--- src/rtl/uart_pkg.sv ---
// Shared UART definitions used by both the receive and transmit byte FIFOs.
package uart_pkg;

    localparam int UART_DATA_WIDTH = 8;

    // Width of a fill-level counter able to hold every value from 0 to depth.
    function automatic int level_width(input int depth);
        return $clog2(depth) + 1;
    endfunction

    function automatic bit is_pow2(input int n);
        return (n >= 2) && ((n & (n - 1)) == 0);
    endfunction

endpackage

--- src/rtl/uart_rx_fifo_if.sv ---
// Byte-in / valid-ready byte-out bundle between the UART receiver, the FIFO and its consumer.
interface uart_rx_fifo_if #(
    parameter int DEPTH      = 16,
    parameter int DATA_WIDTH = uart_pkg::UART_DATA_WIDTH
);

    logic [DATA_WIDTH-1:0]                     in_data;
    logic                                      in_strobe;
    logic [DATA_WIDTH-1:0]                     out_data;
    logic                                      out_valid;
    logic                                      out_ready;
    logic [uart_pkg::level_width(DEPTH)-1:0]   level;
    logic                                      full;
    logic                                      overrun;
    logic                                      overrun_clear;

    modport master (
        output in_data, in_strobe, out_ready, overrun_clear,
        input  out_data, out_valid, level, full, overrun
    );

    modport slave (
        input  in_data, in_strobe, out_ready, overrun_clear,
        output out_data, out_valid, level, full, overrun
    );

endinterface

--- src/rtl/uart_rx_fifo_ram.sv ---
// Byte store: one synchronous write port, one asynchronous read port, no reset.
module fifo_ram #(
    parameter int DEPTH      = 16,
    parameter int DATA_WIDTH = 8
) (
    input  logic                     clk,
    input  logic                     we,
    input  logic [$clog2(DEPTH)-1:0] waddr,
    input  logic [DATA_WIDTH-1:0]    wdata,
    input  logic [$clog2(DEPTH)-1:0] raddr,
    output logic [DATA_WIDTH-1:0]    rdata
);

    logic [DATA_WIDTH-1:0] mem [DEPTH];

    // Write port; contents are deliberately left unreset so this maps to distributed RAM.
    always_ff @(posedge clk) begin
        if (we) begin
            mem[waddr] <= wdata;
        end
    end

    assign rdata = mem[raddr];

endmodule

--- src/rtl/uart_rx_fifo.sv ---
// Receive-side show-ahead byte FIFO with fill level and sticky overrun flag.
module uart_rx_fifo
    import uart_pkg::*;
#(
    parameter int DEPTH      = 16,
    parameter int DATA_WIDTH = UART_DATA_WIDTH
) (
    input logic           clk,
    input logic           rst_n,
    uart_rx_fifo_if.slave bus
);

    localparam int AW = $clog2(DEPTH);
    localparam int LW = level_width(DEPTH);
    localparam logic [LW-1:0] LEVEL_FULL = LW'(DEPTH);

    if (!is_pow2(DEPTH)) begin : g_depth_check
        $error("uart_rx_fifo: DEPTH must be a power of two and at least 2");
    end

    logic [AW-1:0]         wp_r;
    logic [AW-1:0]         rp_r;
    logic [LW-1:0]         level_r;
    logic                  overrun_r;
    logic                  full_s;
    logic                  valid_s;
    logic                  pop_s;
    logic                  push_s;
    logic                  drop_s;
    logic [DATA_WIDTH-1:0] rd_data_s;

    assign full_s  = (level_r == LEVEL_FULL);
    assign valid_s = (level_r != {LW{1'b0}});
    assign pop_s   = valid_s & bus.out_ready;
    // A pop in the same cycle frees the slot, so a full FIFO can still accept.
    assign push_s  = bus.in_strobe & (~full_s | pop_s);
    assign drop_s  = bus.in_strobe & full_s & ~pop_s;

    fifo_ram #(
        .DEPTH      (DEPTH),
        .DATA_WIDTH (DATA_WIDTH)
    ) u_ram (
        .clk   (clk),
        .we    (push_s),
        .waddr (wp_r),
        .wdata (bus.in_data),
        .raddr (rp_r),
        .rdata (rd_data_s)
    );

    // Pointer and fill-level bookkeeping.
    always_ff @(posedge clk or negedge rst_n) begin
        if (!rst_n) begin
            wp_r    <= {AW{1'b0}};
            rp_r    <= {AW{1'b0}};
            level_r <= {LW{1'b0}};
        end else begin
            if (push_s) begin
                wp_r <= wp_r + AW'(1'b1);
            end else begin
                wp_r <= wp_r;
            end
            if (pop_s) begin
                rp_r <= rp_r + AW'(1'b1);
            end else begin
                rp_r <= rp_r;
            end
            case ({push_s, pop_s})
                2'b10:   level_r <= level_r + LW'(1'b1);
                2'b01:   level_r <= level_r - LW'(1'b1);
                default: level_r <= level_r;
            endcase
        end
    end

    // Sticky overrun flag; a drop in the clearing cycle keeps it set.
    always_ff @(posedge clk or negedge rst_n) begin
        if (!rst_n) begin
            overrun_r <= 1'b0;
        end else if (drop_s) begin
            overrun_r <= 1'b1;
        end else if (bus.overrun_clear) begin
            overrun_r <= 1'b0;
        end else begin
            overrun_r <= overrun_r;
        end
    end

    assign bus.out_valid = valid_s;
    assign bus.out_data  = valid_s ? rd_data_s : {DATA_WIDTH{1'b0}};
    assign bus.level     = level_r;
    assign bus.full      = full_s;
    assign bus.overrun   = overrun_r;

endmodule

--- src/flat_wrapper.sv ---
// flat-port wrapper written by rule: the top's interface ports become plain ports
module uart_rx_fifo_flat import uart_pkg::*;
#(
    parameter int DEPTH      = 16,
    parameter int DATA_WIDTH = UART_DATA_WIDTH
)
  (clk, rst_n, bus_in_data, bus_in_strobe, bus_out_ready, bus_overrun_clear, bus_out_data, bus_out_valid, bus_level, bus_full, bus_overrun);
  uart_rx_fifo_if #(.DEPTH(DEPTH), .DATA_WIDTH(DATA_WIDTH)) bus_i ();
  input logic clk;
  input logic rst_n;
  input wire logic [$bits(bus_i.in_data)-1:0] bus_in_data;
  input wire logic [$bits(bus_i.in_strobe)-1:0] bus_in_strobe;
  input wire logic [$bits(bus_i.out_ready)-1:0] bus_out_ready;
  input wire logic [$bits(bus_i.overrun_clear)-1:0] bus_overrun_clear;
  output wire logic [$bits(bus_i.out_data)-1:0] bus_out_data;
  output wire logic [$bits(bus_i.out_valid)-1:0] bus_out_valid;
  output wire logic [$bits(bus_i.level)-1:0] bus_level;
  output wire logic [$bits(bus_i.full)-1:0] bus_full;
  output wire logic [$bits(bus_i.overrun)-1:0] bus_overrun;
  assign bus_i.in_data = bus_in_data;
  assign bus_i.in_strobe = bus_in_strobe;
  assign bus_i.out_ready = bus_out_ready;
  assign bus_i.overrun_clear = bus_overrun_clear;
  assign bus_out_data = bus_i.out_data;
  assign bus_out_valid = bus_i.out_valid;
  assign bus_level = bus_i.level;
  assign bus_full = bus_i.full;
  assign bus_overrun = bus_i.overrun;
  uart_rx_fifo #(.DEPTH(DEPTH), .DATA_WIDTH(DATA_WIDTH)) u_core (.clk(clk), .rst_n(rst_n), .bus(bus_i));
endmodule
--- config.mk ---
export PLATFORM = sky130hd
export DESIGN_NAME = uart_rx_fifo_flat
export DESIGN_NICKNAME = d
export VERILOG_FILES = /design/src/rtl/uart_pkg.sv /design/src/rtl/uart_rx_fifo_if.sv /design/src/rtl/uart_rx_fifo_ram.sv /design/src/rtl/uart_rx_fifo.sv /design/src/flat_wrapper.sv
export SDC_FILE = /design/constraint.sdc
export NUM_CORES = 1
export LEC_CHECK = 0
export BUFFER_PORTS_ARGS = -buffer_cell sky130_fd_sc_hd__buf_2
export CAP_MARGIN = 25
export CELL_PAD_IN_SITES_DETAIL_PLACEMENT = 1
export CELL_PAD_IN_SITES_GLOBAL_PLACEMENT = 2
export CORE_UTILIZATION = 35
export DETAILED_ROUTE_END_ITERATION = 12
export GPL_TIMING_DRIVEN = 1
export PLACE_DENSITY_LB_ADDON = 0.1
export REMOVE_ABC_BUFFERS = 1
export SETUP_SLACK_MARGIN = 0.05
export SYNTH_ARGS = -nofsm -noshare
export SYNTH_HDL_FRONTEND = slang
export SYNTH_SLANG_ARGS = --single-unit
--- constraint.sdc ---
create_clock -name clk -period 3.4 [get_ports clk]
set_input_delay 0.68 -clock clk [delete_from_list [all_inputs] [get_ports clk]]
set_output_delay 0.68 -clock clk [all_outputs]
set_load 0.02 [all_outputs]
=== Word level (Yosys, flattened, before mapping) ===
Memory sizes are Yosys's and may differ from the RTL's.
Index checks and enable logic that the tools add are counted.

* Bits in registers: 14
* RAM bits: 128
* Input bits: 13
* Output and inout port bits: 16
* Logic and storage cells: 28
* Memories: 1

* Add/subtract/negate cells: 4
* Equal/unequal tests: 3
* Muxes and demuxes: 6
* Bitwise logic cells: 7
* Reductions and logical operators: 3

{| class="wikitable"
|+ Memories
! memory !! depth !! width !! read ports !! clocked after Yosys merged registers in !! wr ports !! line !! RTL
|-
| u_core.u_ram.mem || 16 || 8 || 1 || 0 || 1 || uart_rx_fifo_ram.sv:14 || <nowiki>logic [DATA_WIDTH-1:0] mem [DEPTH];</nowiki>
|}

{| class="wikitable"
|+ Operator list
! operator !! count
|-
| 5-bit one-hot mux with 2 select lines || 1
|-
| 4-bit by 1-bit adder with 4-bit output, second input constant || 2
|-
| 8-bit two-way mux || 1
|-
| 5-bit by 1-bit adder with 5-bit output, second input constant || 1
|-
| 5-bit == test, second input constant || 1
|-
| 5-bit nonzero test || 1
|-
| 5-bit by 1-bit subtractor with 5-bit output, second input constant || 1
|-
| 1-bit bitwise AND || 4
|-
| 1-bit two-way mux || 4
|-
| 2-bit nonzero test || 2
|-
| 2-bit by 1-bit == test with 1-bit output, second input constant || 1
|-
| 2-bit == test, second input constant || 1
|-
| 1-bit NOT || 2
|-
| 1-bit bitwise OR || 1
|}

=== Longest topological paths before layout ===
* Word-level depth: 6
* Mapped depth: 9
* Gate-level depth less buffers: 8

=== By module ===
From an unflattened synthesis, not the netlist that was laid out.

* Cells, all modules: 324
* Area, all modules: 5963.2 µm²

{| class="wikitable"
|+ By module, submodules not included
! module !! times used !! cells an instance !! area an instance (µm²)
|-
| fifo_ram || 1 || 221 || 4987.3
|-
| uart_rx_fifo || 1 || 103 || 975.9
|}

=== Worst setup path after synthesis ===
No wires, ideal clock.

* Path type: input-to-reg
* Start: in bus_out_ready
* End: reg u_core.level_r[2], in the netlist u_core.bus.level[2]
* Library setup time: 134 ps
* Arrival: 2498 ps
* Setup slack: 768 ps
* Cell stages on the path: 9
* Buffers on the path: 1
* Cells stage by stage: clkbuf_1 nand2b_1 a21oi_1 xor2_1 ha_1 or4b_2 a21oi_1 a31oi_1 xnor2_1

* Word-level cells in the longest chain between the ends: 5
* Elaborated cells between the ends (all ways): 7
* Classes of those cells: eq/ne: 2; mux: 1; bitwise: 3; reduce/logical: 1

{| class="wikitable"
|+ RTL lines
! item !! line !! RTL
|-
| from (decl) || flat_wrapper.sv:13 || <nowiki>input wire logic [$bits(bus_i.out_ready)-1:0] bus_out_ready;</nowiki>
|-
| 1-bit bitwise AND (*) || uart_rx_fifo.sv:34 || <nowiki>assign pop_s = valid_s & bus.out_ready;</nowiki>
|-
| 1-bit bitwise OR || uart_rx_fifo.sv:36 || <nowiki>assign push_s = bus.in_strobe & (~full_s | pop_s);</nowiki>
|-
| 1-bit bitwise AND || uart_rx_fifo.sv:36 ||
|-
| 2-bit by 1-bit == test with 1-bit output / 2-bit == test (equally long branches) || uart_rx_fifo.sv:68 || <nowiki>case ({push_s, pop_s})</nowiki>
|-
| 5-bit one-hot mux with 2 select lines / 2-bit nonzero test (equally long branches) || - ||
|-
| to (signal assigned) || uart_rx_fifo.sv:69 || <nowiki>2'b10: level_r <= level_r + LW'(1'b1);</nowiki>
|-
| to (signal assigned) || uart_rx_fifo.sv:70 || <nowiki>2'b01: level_r <= level_r - LW'(1'b1);</nowiki>
|-
| to (signal assigned) || uart_rx_fifo.sv:71 || <nowiki>default: level_r <= level_r;</nowiki>
|-
| to (decl) || uart_rx_fifo.sv:23 || <nowiki>logic [LW-1:0] level_r;</nowiki>
|}

Mark *: on every way between the ends. The rest lies on a longest branch, timed or not.
A chain may end at the register's enable or synchronous reset.

=== Final worst setup path ===
* Start: reg u_core.rp_r[3]
* End: out bus_out_data[3]

* Word-level cells in the longest chain between the ends: 2

{| class="wikitable"
|+ RTL lines
! item !! line !! RTL
|-
| from (decl) || uart_rx_fifo.sv:22 || <nowiki>logic [AW-1:0] rp_r;</nowiki>
|-
| from (signal assigned) || uart_rx_fifo.sv:55 || <nowiki>rp_r <= {AW{1'b0}};</nowiki>
|-
| from (signal assigned) || uart_rx_fifo.sv:64 || <nowiki>rp_r <= rp_r + AW'(1'b1);</nowiki>
|-
| from (signal assigned) || uart_rx_fifo.sv:66 || <nowiki>rp_r <= rp_r;</nowiki>
|-
| memory 16 x 8 bit || - ||
|-
| 8-bit two-way mux || uart_rx_fifo.sv:90 || <nowiki>assign bus.out_data = valid_s ? rd_data_s : {DATA_WIDTH{1'b0}};</nowiki>
|-
| to (decl) || flat_wrapper.sv:15 || <nowiki>output wire logic [$bits(bus_i.out_data)-1:0] bus_out_data;</nowiki>
|}

Every way passes these cells.

==> results.tsv <==
metric	value	unit
cts.clk_slew.worst_paths	60	ps
cp-end-kind	output pin	
setup_viol	0	
drc	0	
clock-sinks	142	
max_freq	315	MHz
start_util	36.2	%
cp.required	2720	ps
clk_latency	420	ps
min_period	3180	ps
nets	368	
ant_nets	0	
crit_path_start_kind	flip-flop	
die_x	131	um
r2r_start	u_core.bus.level[1]	
yosysWarnings	0	
cts_setup_buffers	0	
die_h	131	um
vias	2918	
p_leak	2.38	nW
drt_wl_total	12600	um
clock_skew	6.42	ps
synth_area	5840	um^2
power_density	886	nW/um^2
design_area	6890	um^2
cts_root_buf	clkbuf_16	
rrSetupSlack	740	ps
antenna_found_initial	0	
drt_first_pass_iters	4	
antenna-diode-count	0	
syn_area_per_cell	18.9	um^2
grt_use_total	16.0	%
yosysUniqueCellTypes	32	
finalHoldViolCount	0	
syn-instance-count	309	
wl_per_cell	21.7	um
max_cap_violations	0	
async_reset_ff_share	9.86	%
viasPerCell	5.05	
grt_overflow	0	
h-tree-depth	4	
place_area	6230	um^2
relSlewSlack	50.9	%
final.period_utilization	93.4	%
grtUsageMet2	26.2	%
portBuffers	28	
io_pins	29	
clockBufferDepth	2	
rsz0062_at_grt	no	
drv_slew	0	
path_class	flip-flop to output pin	
grt_use_met1	20.3	%
r2r-end	u_core.bus.level[2]	
reg2regPathDepth	8	
cts_buffers	17	
top_usage_layer	met2	
vdd_drop_max	485	uV
cts_tree	yes	
drive_gt1_share	32.6	%
setup_tns	0	ps
dp_hpwl	7930	um
area.growth.synth_to_final	17.9	%
hp-class	input port to asynchronous set/reset pin	
synth_edf_count	128	
routabilityCongestion	0.682	
drtIter0Drc	225	
arrival	2500	ps
die_area	17200	um^2
use_met3	4.09	%
rows	46	
grt_max_degree	28	
ys_seq_area_share	71.8	%
ys_ff_latch	142	
dominantRegCellSynth	edfxtp_1	
first_global_vias	3221	
core-area	16100	um^2
crit_fanout	15	
tightest_slew	736	ps
status	completed	
grt_pass1_wl	19500	um
-- metal layers --
layer	vias up	part of all wire, %
met5	-	0
met4	0	1.1
met3	13	2.8
met2	44	50
met1	1540	46
li1	1321	-
-- worst max path at each step --
stage                         from              end  slack, ps
detailed placement  u_core.rp_r[1]  bus_out_data[3]        590
CTS                 u_core.rp_r[1]  bus_out_data[3]        140
global route        u_core.rp_r[3]  bus_out_data[4]         50
finish              u_core.rp_r[3]  bus_out_data[3]        220
global placement    u_core.rp_r[1]  bus_out_data[3]        600
floorplan           u_core.rp_r[1]  bus_out_data[0]        410
-- synthesized netlist by cell type (all sizes together) (3+ instances only) --
| library cell | instances | area share, % |
|---|---|---|
| mux4 | 32 | 12 |
| o21ai | 9 | 0.77 |
| mux2i | 11 | 1.9 |
| mux2 | 10 | 2.0 |
| dfrtp | 14 | 6.0 |
| clkbuf | 8 | 0.51 |
| xnor2 | 6 | 0.90 |
| nor4 | 3 | 0.32 |
| and2 | 3 | 0.32 |
| nand3 | 9 | 0.77 |
| xor2 | 3 | 0.45 |
| nand2 | 4 | 0.26 |
| nor2 | 11 | 0.71 |
| ha | 6 | 1.3 |
| and3 | 9 | 0.96 |
| buf | 11 | 1.3 |
| inv | 6 | 0.39 |
| edfxtp | 128 | 66 |
| a21oi | 14 | 1.2 |
-- cells by family (layout without fill, tap and decap cells) --
family | after synthesis | in the layout | share of synthesized area, %
AOI/OAI and AO/OA | 27 | 27 | 2.72
xor gates and xnor gates | 9 | 9 | 1.35
adders and majority gates | 6 | 6 | 1.29
buffers and inverters | 25 | 78 | 2.16
DFF | 142 | 142 | 71.8
muxes | 53 | 53 | 16.2
and+or+nand+nor | 47 | 47 | 4.46
-- layout by cell type, fill, tap and decap left out, types with 2 or more instances in the layout --
cell | synthesis | final
edfxtp_1 | 128 | 128
mux4_2 | 32 | 32
buf_2 | 8 | 28
clkbuf_16 | 0 | 17
a21oi_1 | 14 | 14
dfrtp_1 | 14 | 13
nor2_1 | 11 | 11
mux2i_1 | 11 | 11
mux2_2 | 9 | 9
o21ai_0 | 9 | 9
and3_1 | 9 | 9
nand3_1 | 9 | 9
buf_4 | 0 | 9
inv_1 | 6 | 6
xnor2_1 | 6 | 6
ha_1 | 6 | 6
clkinv_4 | 0 | 6
nand2_1 | 4 | 4
bufinv_16 | 0 | 4
and2_1 | 3 | 3
xor2_1 | 3 | 3
nor4_1 | 3 | 2
nand2b_1 | 2 | 2
clkinv_2 | 0 | 2
buf_6 | 3 | 2
-- flip-flops by register name (all words and copies together), names as in the netlist --
signal,flops
u_core.bus.level,5
u_core.u_ram.mem,128
u_core.rp_r,4
u_core.wp_r,4
u_core.bus.overrun,1
-- timing repair --
| item | in CTS | in global routing |
|---|---|---|
| hold buffers | 0 | 0 |
| setup endpoints to repair | 0 | 1 |
| gates resized for setup | 0 | 1 |
-- worst max-delay path: stages, from the launching register on --
cell	delay [ps]
dfrtp_1	820
mux4_2	410
mux2_2	280
o21ai_0	320
a21oi_1	70
buf_2	190
-- per-stage QoR --
step / util (%) / setup slack [ps] / power (mW) / instances / hold slack, ps
2_1_floorplan: - / 412 / 3.57 / 290 / 384
3_3_place_gp: 38.6 / 597 / 4.22 / 542 / 515
3_5_place_dp: 38.7 / 591 / 4.25 / 543 / 522
6_report: 42.7 / 225 / 6.10 / 578 / 171
5_1_grt: 42.7 / 53.3 / 6.42 / 578 / 179
4_1_cts: 42.6 / 136 / 6.20 / 575 / 168
-- where the power goes --
group          switching (mW)  internal [mW]
clock network           0.706           1.23
logic                   0.954          0.843
registers               0.232           2.14
-- layout make-up --
type,instances,area (um^2)
clock inverter,14,194
sequential,142,4200
tap,216,270
clock buffer,18,429
inverter,6,22.5
multi-input combinational,142,1530
fill,1567,9230
timing repair buffer,40,250
(Power assumes the default switching activity.)
